## src/rtl/program_loader.sv

```systemverilog
// -----------------------------------------------------------------------------
// program_loader
//
// Purpose:
//   Boot-time program loader. It holds the CPU idle, takes a little-endian byte
//   stream made of a word-count header, N instruction words and one data word,
//   and writes them into instruction memory (addresses 0..N-1) and data memory
//   (word at byte address 0x00). It then releases the CPU. A load request while
//   the CPU runs starts a fresh session.
//
// Configuration:
//   PROGRAM_LOADER_CLEAR_EN - when defined, instruction words N..IMEM_DEPTH-1
//                             are zero-filled after the program is written.
//                             When undefined, those words are left untouched.
//
// Parameters:
//   IMEM_DEPTH    instruction-memory depth in 32-bit words (power of two, 2..256)
//
// Ports:
//   clk_i         sole clock, rising edge
//   rst_i         asynchronous, active-high reset
//   load_i        request to begin a load session (seen in IDLE and RUN only)
//   byte_valid_i  incoming byte is valid
//   byte_data_i   incoming byte
//   byte_ready_o  loader can take a byte this cycle
//   imem_we_o     instruction-memory word write strobe
//   imem_addr_o   instruction-memory word address
//   imem_data_o   instruction-memory write data
//   dmem_we_o     data-memory write strobe (word at byte address 0x00)
//   dmem_data_o   data-memory write data
//   cpu_hold_o    CPU held idle (low only while running)
//   start_o       CPU start (high only while running)
//   busy_o        load session in progress
// -----------------------------------------------------------------------------
`default_nettype none

module program_loader #(
    parameter int IMEM_DEPTH = 256
) (
    input  logic                          clk_i,
    input  logic                          rst_i,
    input  logic                          load_i,
    input  logic                          byte_valid_i,
    input  logic [7:0]                    byte_data_i,
    output logic                          byte_ready_o,
    output logic                          imem_we_o,
    output logic [$clog2(IMEM_DEPTH)-1:0] imem_addr_o,
    output logic [31:0]                   imem_data_o,
    output logic                          dmem_we_o,
    output logic [31:0]                   dmem_data_o,
    output logic                          cpu_hold_o,
    output logic                          start_o,
    output logic                          busy_o
);

    localparam int              AW        = $clog2(IMEM_DEPTH);
    localparam logic [8:0]      DEPTH9    = 9'(IMEM_DEPTH);
    localparam logic [AW-1:0]   LAST_ADDR = AW'(IMEM_DEPTH - 1);

    typedef enum logic [2:0] {
        S_IDLE,
        S_HDR,
        S_INSTR,
`ifdef PROGRAM_LOADER_CLEAR_EN
        S_CLEAR,
`endif
        S_DATA,
        S_RUN
    } state_t;

    state_t        state;
    state_t        next_state;

    logic [AW-1:0] addr;        // word index being filled or cleared
    logic [1:0]    byte_cnt;    // byte position inside the current word
    logic [23:0]   word_buf;    // lower three bytes of the word being assembled
    logic [8:0]    n_words;     // effective instruction word count, 1..IMEM_DEPTH
    logic [8:0]    hdr_count;
    logic          can_take;
    logic          byte_accept;
    logic          last_word;

    // Header of 0 means a full memory; anything beyond the depth is clamped.
    assign hdr_count = (byte_data_i == 8'd0 || {1'b0, byte_data_i} > DEPTH9)
                     ? DEPTH9 : {1'b0, byte_data_i};

    assign last_word = ({{(9 - AW){1'b0}}, addr} == n_words - 9'd1);

    // The byte slot closes for the cycle in which a registered write is on the
    // memory ports, which is what keeps the write exactly one cycle after the
    // fourth byte without needing a second word buffer.
    assign can_take     = (state == S_HDR || state == S_INSTR || state == S_DATA)
                        && !imem_we_o && !dmem_we_o;
    assign byte_ready_o = can_take;
    assign byte_accept  = byte_valid_i && can_take;

    always_ff @(posedge clk_i or posedge rst_i) begin
        if (rst_i) begin
            state <= S_IDLE;
        end else begin
            // NOTE: state registers use non-blocking assignment so every flop
            // samples its inputs from before the edge, regardless of block order.
            state <= next_state;
        end
    end

    always_comb begin
        // NOTE: every output of this block gets a default first; a path that
        // left one unassigned would infer a latch.
        next_state = state;
        busy_o     = 1'b0;
        cpu_hold_o = 1'b1;
        start_o    = 1'b0;

        case (state)
            S_IDLE: begin
                if (load_i) next_state = S_HDR;
            end
            S_HDR: begin
                busy_o = 1'b1;
                if (byte_accept) next_state = S_INSTR;
            end
            S_INSTR: begin
                busy_o = 1'b1;
                if (byte_accept && byte_cnt == 2'd3 && last_word) begin
`ifdef PROGRAM_LOADER_CLEAR_EN
                    next_state = (n_words < DEPTH9) ? S_CLEAR : S_DATA;
`else
                    next_state = S_DATA;
`endif
                end
            end
`ifdef PROGRAM_LOADER_CLEAR_EN
            S_CLEAR: begin
                busy_o = 1'b1;
                if (addr == LAST_ADDR) next_state = S_DATA;
            end
`endif
            S_DATA: begin
                busy_o = 1'b1;
                if (byte_accept && byte_cnt == 2'd3) next_state = S_RUN;
            end
            S_RUN: begin
                cpu_hold_o = 1'b0;
                start_o    = 1'b1;
                if (load_i) next_state = S_HDR;
            end
            default: next_state = S_IDLE;
        endcase
    end

    // Datapath: counters, word assembly and the registered memory write ports.
    always_ff @(posedge clk_i or posedge rst_i) begin
        if (rst_i) begin
            addr        <= '0;
            byte_cnt    <= '0;
            word_buf    <= '0;
            n_words     <= '0;
            imem_we_o   <= 1'b0;
            imem_addr_o <= '0;
            imem_data_o <= '0;
            dmem_we_o   <= 1'b0;
            dmem_data_o <= '0;
        end else begin
            imem_we_o <= 1'b0;
            dmem_we_o <= 1'b0;

            // Bytes arrive LSB first, so shifting in from the top leaves the
            // first three bytes in little-endian order when the fourth arrives.
            if (byte_accept) word_buf <= {byte_data_i, word_buf[23:8]};

            case (state)
                S_IDLE, S_RUN: begin
                    if (load_i) begin
                        addr     <= '0;
                        byte_cnt <= '0;
                    end
                end
                S_HDR: begin
                    if (byte_accept) n_words <= hdr_count;
                end
                S_INSTR: begin
                    if (byte_accept) begin
                        byte_cnt <= byte_cnt + 2'd1;
                        if (byte_cnt == 2'd3) begin
                            imem_we_o   <= 1'b1;
                            imem_addr_o <= addr;
                            imem_data_o <= {byte_data_i, word_buf};
                            // Saturate at the top so a full-depth load never
                            // wraps back to address 0.
                            if (addr != LAST_ADDR) addr <= addr + 1'b1;
                        end
                    end
                end
`ifdef PROGRAM_LOADER_CLEAR_EN
                S_CLEAR: begin
                    imem_we_o   <= 1'b1;
                    imem_addr_o <= addr;
                    imem_data_o <= '0;
                    if (addr != LAST_ADDR) addr <= addr + 1'b1;
                end
`endif
                S_DATA: begin
                    if (byte_accept) begin
                        byte_cnt <= byte_cnt + 2'd1;
                        if (byte_cnt == 2'd3) begin
                            dmem_we_o   <= 1'b1;
                            dmem_data_o <= {byte_data_i, word_buf};
                        end
                    end
                end
                default: ;
            endcase
        end
    end

endmodule

`default_nettype wire

```

## config.mk

```make
export PLATFORM = sky130hd
export DESIGN_NAME = program_loader
export DESIGN_NICKNAME = d
export VERILOG_FILES = /design/src/rtl/program_loader.sv
export SDC_FILE = /design/constraint.sdc
export NUM_CORES = 1
export LEC_CHECK = 0
export BUFFER_PORTS_ARGS = -buffer_cell sky130_fd_sc_hd__buf_2
export CAP_MARGIN = 10
export CELL_PAD_IN_SITES_DETAIL_PLACEMENT = 1
export CELL_PAD_IN_SITES_GLOBAL_PLACEMENT = 1
export CORE_MARGIN = 3
export CORE_UTILIZATION = 40
export DETAILED_ROUTE_END_ITERATION = 8
export PLACE_DENSITY = 0.73
export SYNTH_ARGS = -nofsm -noshare
export SYNTH_HDL_FRONTEND = slang
export SYNTH_SLANG_ARGS = --single-unit
```

## constraint.sdc

```tcl
create_clock -name clk_i -period 4.4 [get_ports clk_i]
set_input_delay 0 -clock clk_i [delete_from_list [all_inputs] [get_ports clk_i]]
set_output_delay 0 -clock clk_i [all_outputs]
set_load 0.03 [all_outputs]
```

==> summary.md <==
| Metric | Value |
|---|---|
| Starting Density | about two fifths |
| DR iter-0 viols | around 140 |
| Crit path from | imem_we_o |
| Worst-path cell with the longest stage delay | sky130_fd_sc_hd__dfrtp_1 |
| Number of antenna repair diodes | 0 |
| Critical path data arrival time | 2840 ps |
| Post-CTS Resized | 0 |
| Worst R2R Setup Slack | 1850 ps |
| Slew margin rel. | 31.6% |
| Syn. warnings | 0 |
| Portion of the post-synthesis area used by sequential elements | 59.7% |
| Die Area | 0.0140 sq mm |
| Synthesized netlist cell count | 355 |
| Core occupancy in the finished layout | a little over half |
| Non-filler instance count after layout | 639 |
| Final hold violation count | 0 |
| Vias in the first global route | 3694 |
| Maximum number of pins on one net before global-route repair | 81 |
| Crit path buf inv count | 2 |
| Post-synthesis area per instance | approximately 14 sq um |
| Peak VDD IR | between 0.3 and 0.4 mV |
| TNS Setup | 0 ps |
| Length in cells of the worst reg-to-reg path | 7 |
| Total length of routed wires | between 10000 and 15000 microns |
| Final setup vio count | 0 |
| Signed area change from the synthesized netlist to the final layout | 26.7% |
| Pins over their slew limit | 0 |
| Hpwl dp | 7800 microns |
| Placement-stage cell area | 0.00563 sq mm |
| Maximum fanout along the worst path | 30 |
| Cell area after technology mapping | 0.00503 sq mm |
| Critical path's largest stage delay | approximately 410 ps |
| Fmax | 392 MHz |
| Count of state elements after synthesis | 120 |
| Final worst hold slack | ~56 ps |
| Reg2Reg Launch Point | imem_we_o |
| WP data required | 4690 ps |
| Post-synth top area share | 59.7% |
| Max-capacitance violation count | 0 |
| Final worst path period share | between 50% and 60% |
| Clock net sink count | 120 |
| Quantity of I/O buffers inserted on ports | 89 |
| Share of flip-flops with an asynchronous set or reset | 100% |
| Residual DRC | 0 |
| Num CTS Buffers | 17 |
| Placeable Area | 0.0122 sq mm |
| Critical path depth | 7 |
| CP Launch Type | flip-flop |
| Number of placed instances, taps included | 597 |
| Cell with the most instances after synthesis | sky130_fd_sc_hd__dfrtp_1 |
| Count of vias placed by the detailed router | 3197 |
| Number of enable flip-flop cells after synthesis | 0 |
| Antenna violations before repair | 0 |
| Root Buffer | sky130_fd_sc_hd__clkbuf_16 |
| Setup repair after global routing missed its margin | no |
| Hold-fix buffers at CTS | 10 |
| Element type at the critical path end | flip-flop |
| Worst clock skew on the final layout | 6.13 ps |
| Final Wtd Congestion | 0.755 |
| Clock H-tree levels | 4 |
| Result of the run | complete, no violations |
| Most used flip-flop cell after synthesis | sky130_fd_sc_hd__dfrtp_1 |
| Worst Hold Launch | byte_valid_i |
| WHS Path Cells | 4 |
| Number of iterations in the first detailed-routing pass | 4 |
| Count of unique library cells instantiated by Yosys | 47 |
| Die Span X | 118 microns |
| Average detailed-routed wire length per instance | about 19 microns |
| Leading post-synthesis cells by instance count | 120 x sky130_fd_sc_hd__dfrtp_1, 69 x sky130_fd_sc_hd__mux2_2, 34 x sky130_fd_sc_hd__mux2_1, 15 x sky130_fd_sc_hd__nand2_1, 14 x sky130_fd_sc_hd__nor2_1 |
| Post-synthesis net count | 370 |
| Post-CTS clock slew at the launch and capture registers of the worst setup and hold paths | 50 ps |
| Std cell rows | 40 |
| Post-layout nets | 473 |
| Least-Margin Pin Slew | 1020 ps |
| Crit path kind | reg2reg |
| Final critical-path required period | around 2500 ps |
| Family of cells with the greatest summed delay on the critical path | simple AND/OR/NAND/NOR gates |
| Wire length of the first global-routing pass | 20000 microns |
| Setup fix buffers added after clock tree synthesis | 0 |
| Overall track demand over capacity in global routing | ~18% |
| Chain of cells forming the critical path | nor2_1 -> nand2_1 -> nor3_4 -> buf_4 -> nand3_2 -> buf_4 -> mux2_1 |
| Layout cells sized above 1 | between 40% and 50% |
| Cell accounting for the most synthesized area | sky130_fd_sc_hd__dfrtp_1 |
| CP most frequent cell | sky130_fd_sc_hd__buf_4 |
| Die Y-Extent | 118 microns |
| Clock tree from TritonCTS | yes |
| Class of the worst hold path | in2reg |
| Mean number of vias per cell | 5.00 |
| I/O Pins | 90 |
| Post-route cell area | between 0.006 and 0.007 sq mm |
| Largest cells by area after synthesis | sky130_fd_sc_hd__dfrtp_1 60%, sky130_fd_sc_hd__mux2_2 15%, sky130_fd_sc_hd__mux2_1 7.6% |
| Antenna-violating nets left | 0 |
| Leakage power | between 0.003 and 0.004 uW |
| Insertion delay of the later-clocked pin in the worst-skew pair | 410 ps |
| Gr ovfl total | 0 |
| PD cells | approximately 800 mW/mm^2 |
| Clock Tree Buf Depth | 2 |
[tightest hold or removal path, cell delays in order]
cell	delay, ps
sky130_fd_sc_hd__buf_2	110
sky130_fd_sc_hd__nor3b_4	170
sky130_fd_sc_hd__nand3_1	90
sky130_fd_sc_hd__nand2_1	50
[layout make-up]
type	count	area (sq um)
Sequential cell	120	3000
Inverter	6	25.0
Timing Repair Buffer	102	568
Multi-Input combinational cell	211	1920
Tap cell	168	210
Clock inverter	11	170
Fill cell	1257	5790
Clock buffer	21	470
[path summary, 6_finish.rpt]
kind / endpoint
setup / recovery: imem_data_o[25]
hold / removal: byte_cnt[1]
setup reg to reg: imem_data_o[25]
hold reg to reg: imem_addr_o[2]
max in group asynchronous: imem_data_o[1]
min in group asynchronous: imem_addr_o[6]
[layout by cell type, fill, tap and decap left out, drive strengths merged, types with 6 or more instances in the layout]
master / n
buf: 92
clkbuf: 21
dfrtp: 120
dlygate4sd3: 10
inv: 6
mux2: 103
nand2: 15
nand3: 8
nor2: 15
o21ai: 6
xnor2: 7
xor2: 9
[metal layers]
layer	up-vias	share of wire (%)	global-route usage, %
met5	-	0	0
met4	0	1.2	6.81
met2	62	51	29.9
li1	1469	-	-
met1	1653	43	22.6
met3	13	5.5	6.44
[flip-flops by register name, indices dropped and copies added, names as in the netlist]
signal	cells
state	3
imem_we_o	1
byte_cnt	2
imem_data_o	32
dmem_we_o	1
dmem_data_o	32
word_buf	24
imem_addr_o	8
addr	8
n_words	9
[metrics by stage]
| step | worst slack, ps | total power (uW) |
|---|---|---|
| CTS | 1810 | 5220 |
| floorplan | 1210 | 3110 |
| global placement | 1950 | 3610 |
| global route | 1670 | 5450 |
| finish | 1850 | 5160 |
| detailed placement | 1840 | 3680 |
[where the power goes]
part | internal [uW] | switching (uW) | leakage [uW] | total (uW)
Sequential | 1540 | 362 | 0.00152 | 1900
Combinational | 691 | 1080 | 0.00127 | 1770
Clock | 991 | 490 | 0.000305 | 1480
Total | 3220 | 1930 | 0.00309 | 5160
[cell families (layout without fill, tap and decap cells)]
kind of cell	after synthesis	count (layout)	synth area share, %
xor+xnor	16	16	2.79
simple gates	66	66	7.64
fa+ha+maj	3	3	0.747
compound gates	22	22	3.61
mux	104	104	23.3
flops	120	120	59.7
buf+inv	24	140	2.24
No activity file was read; power rests on OpenSTA's default activity.
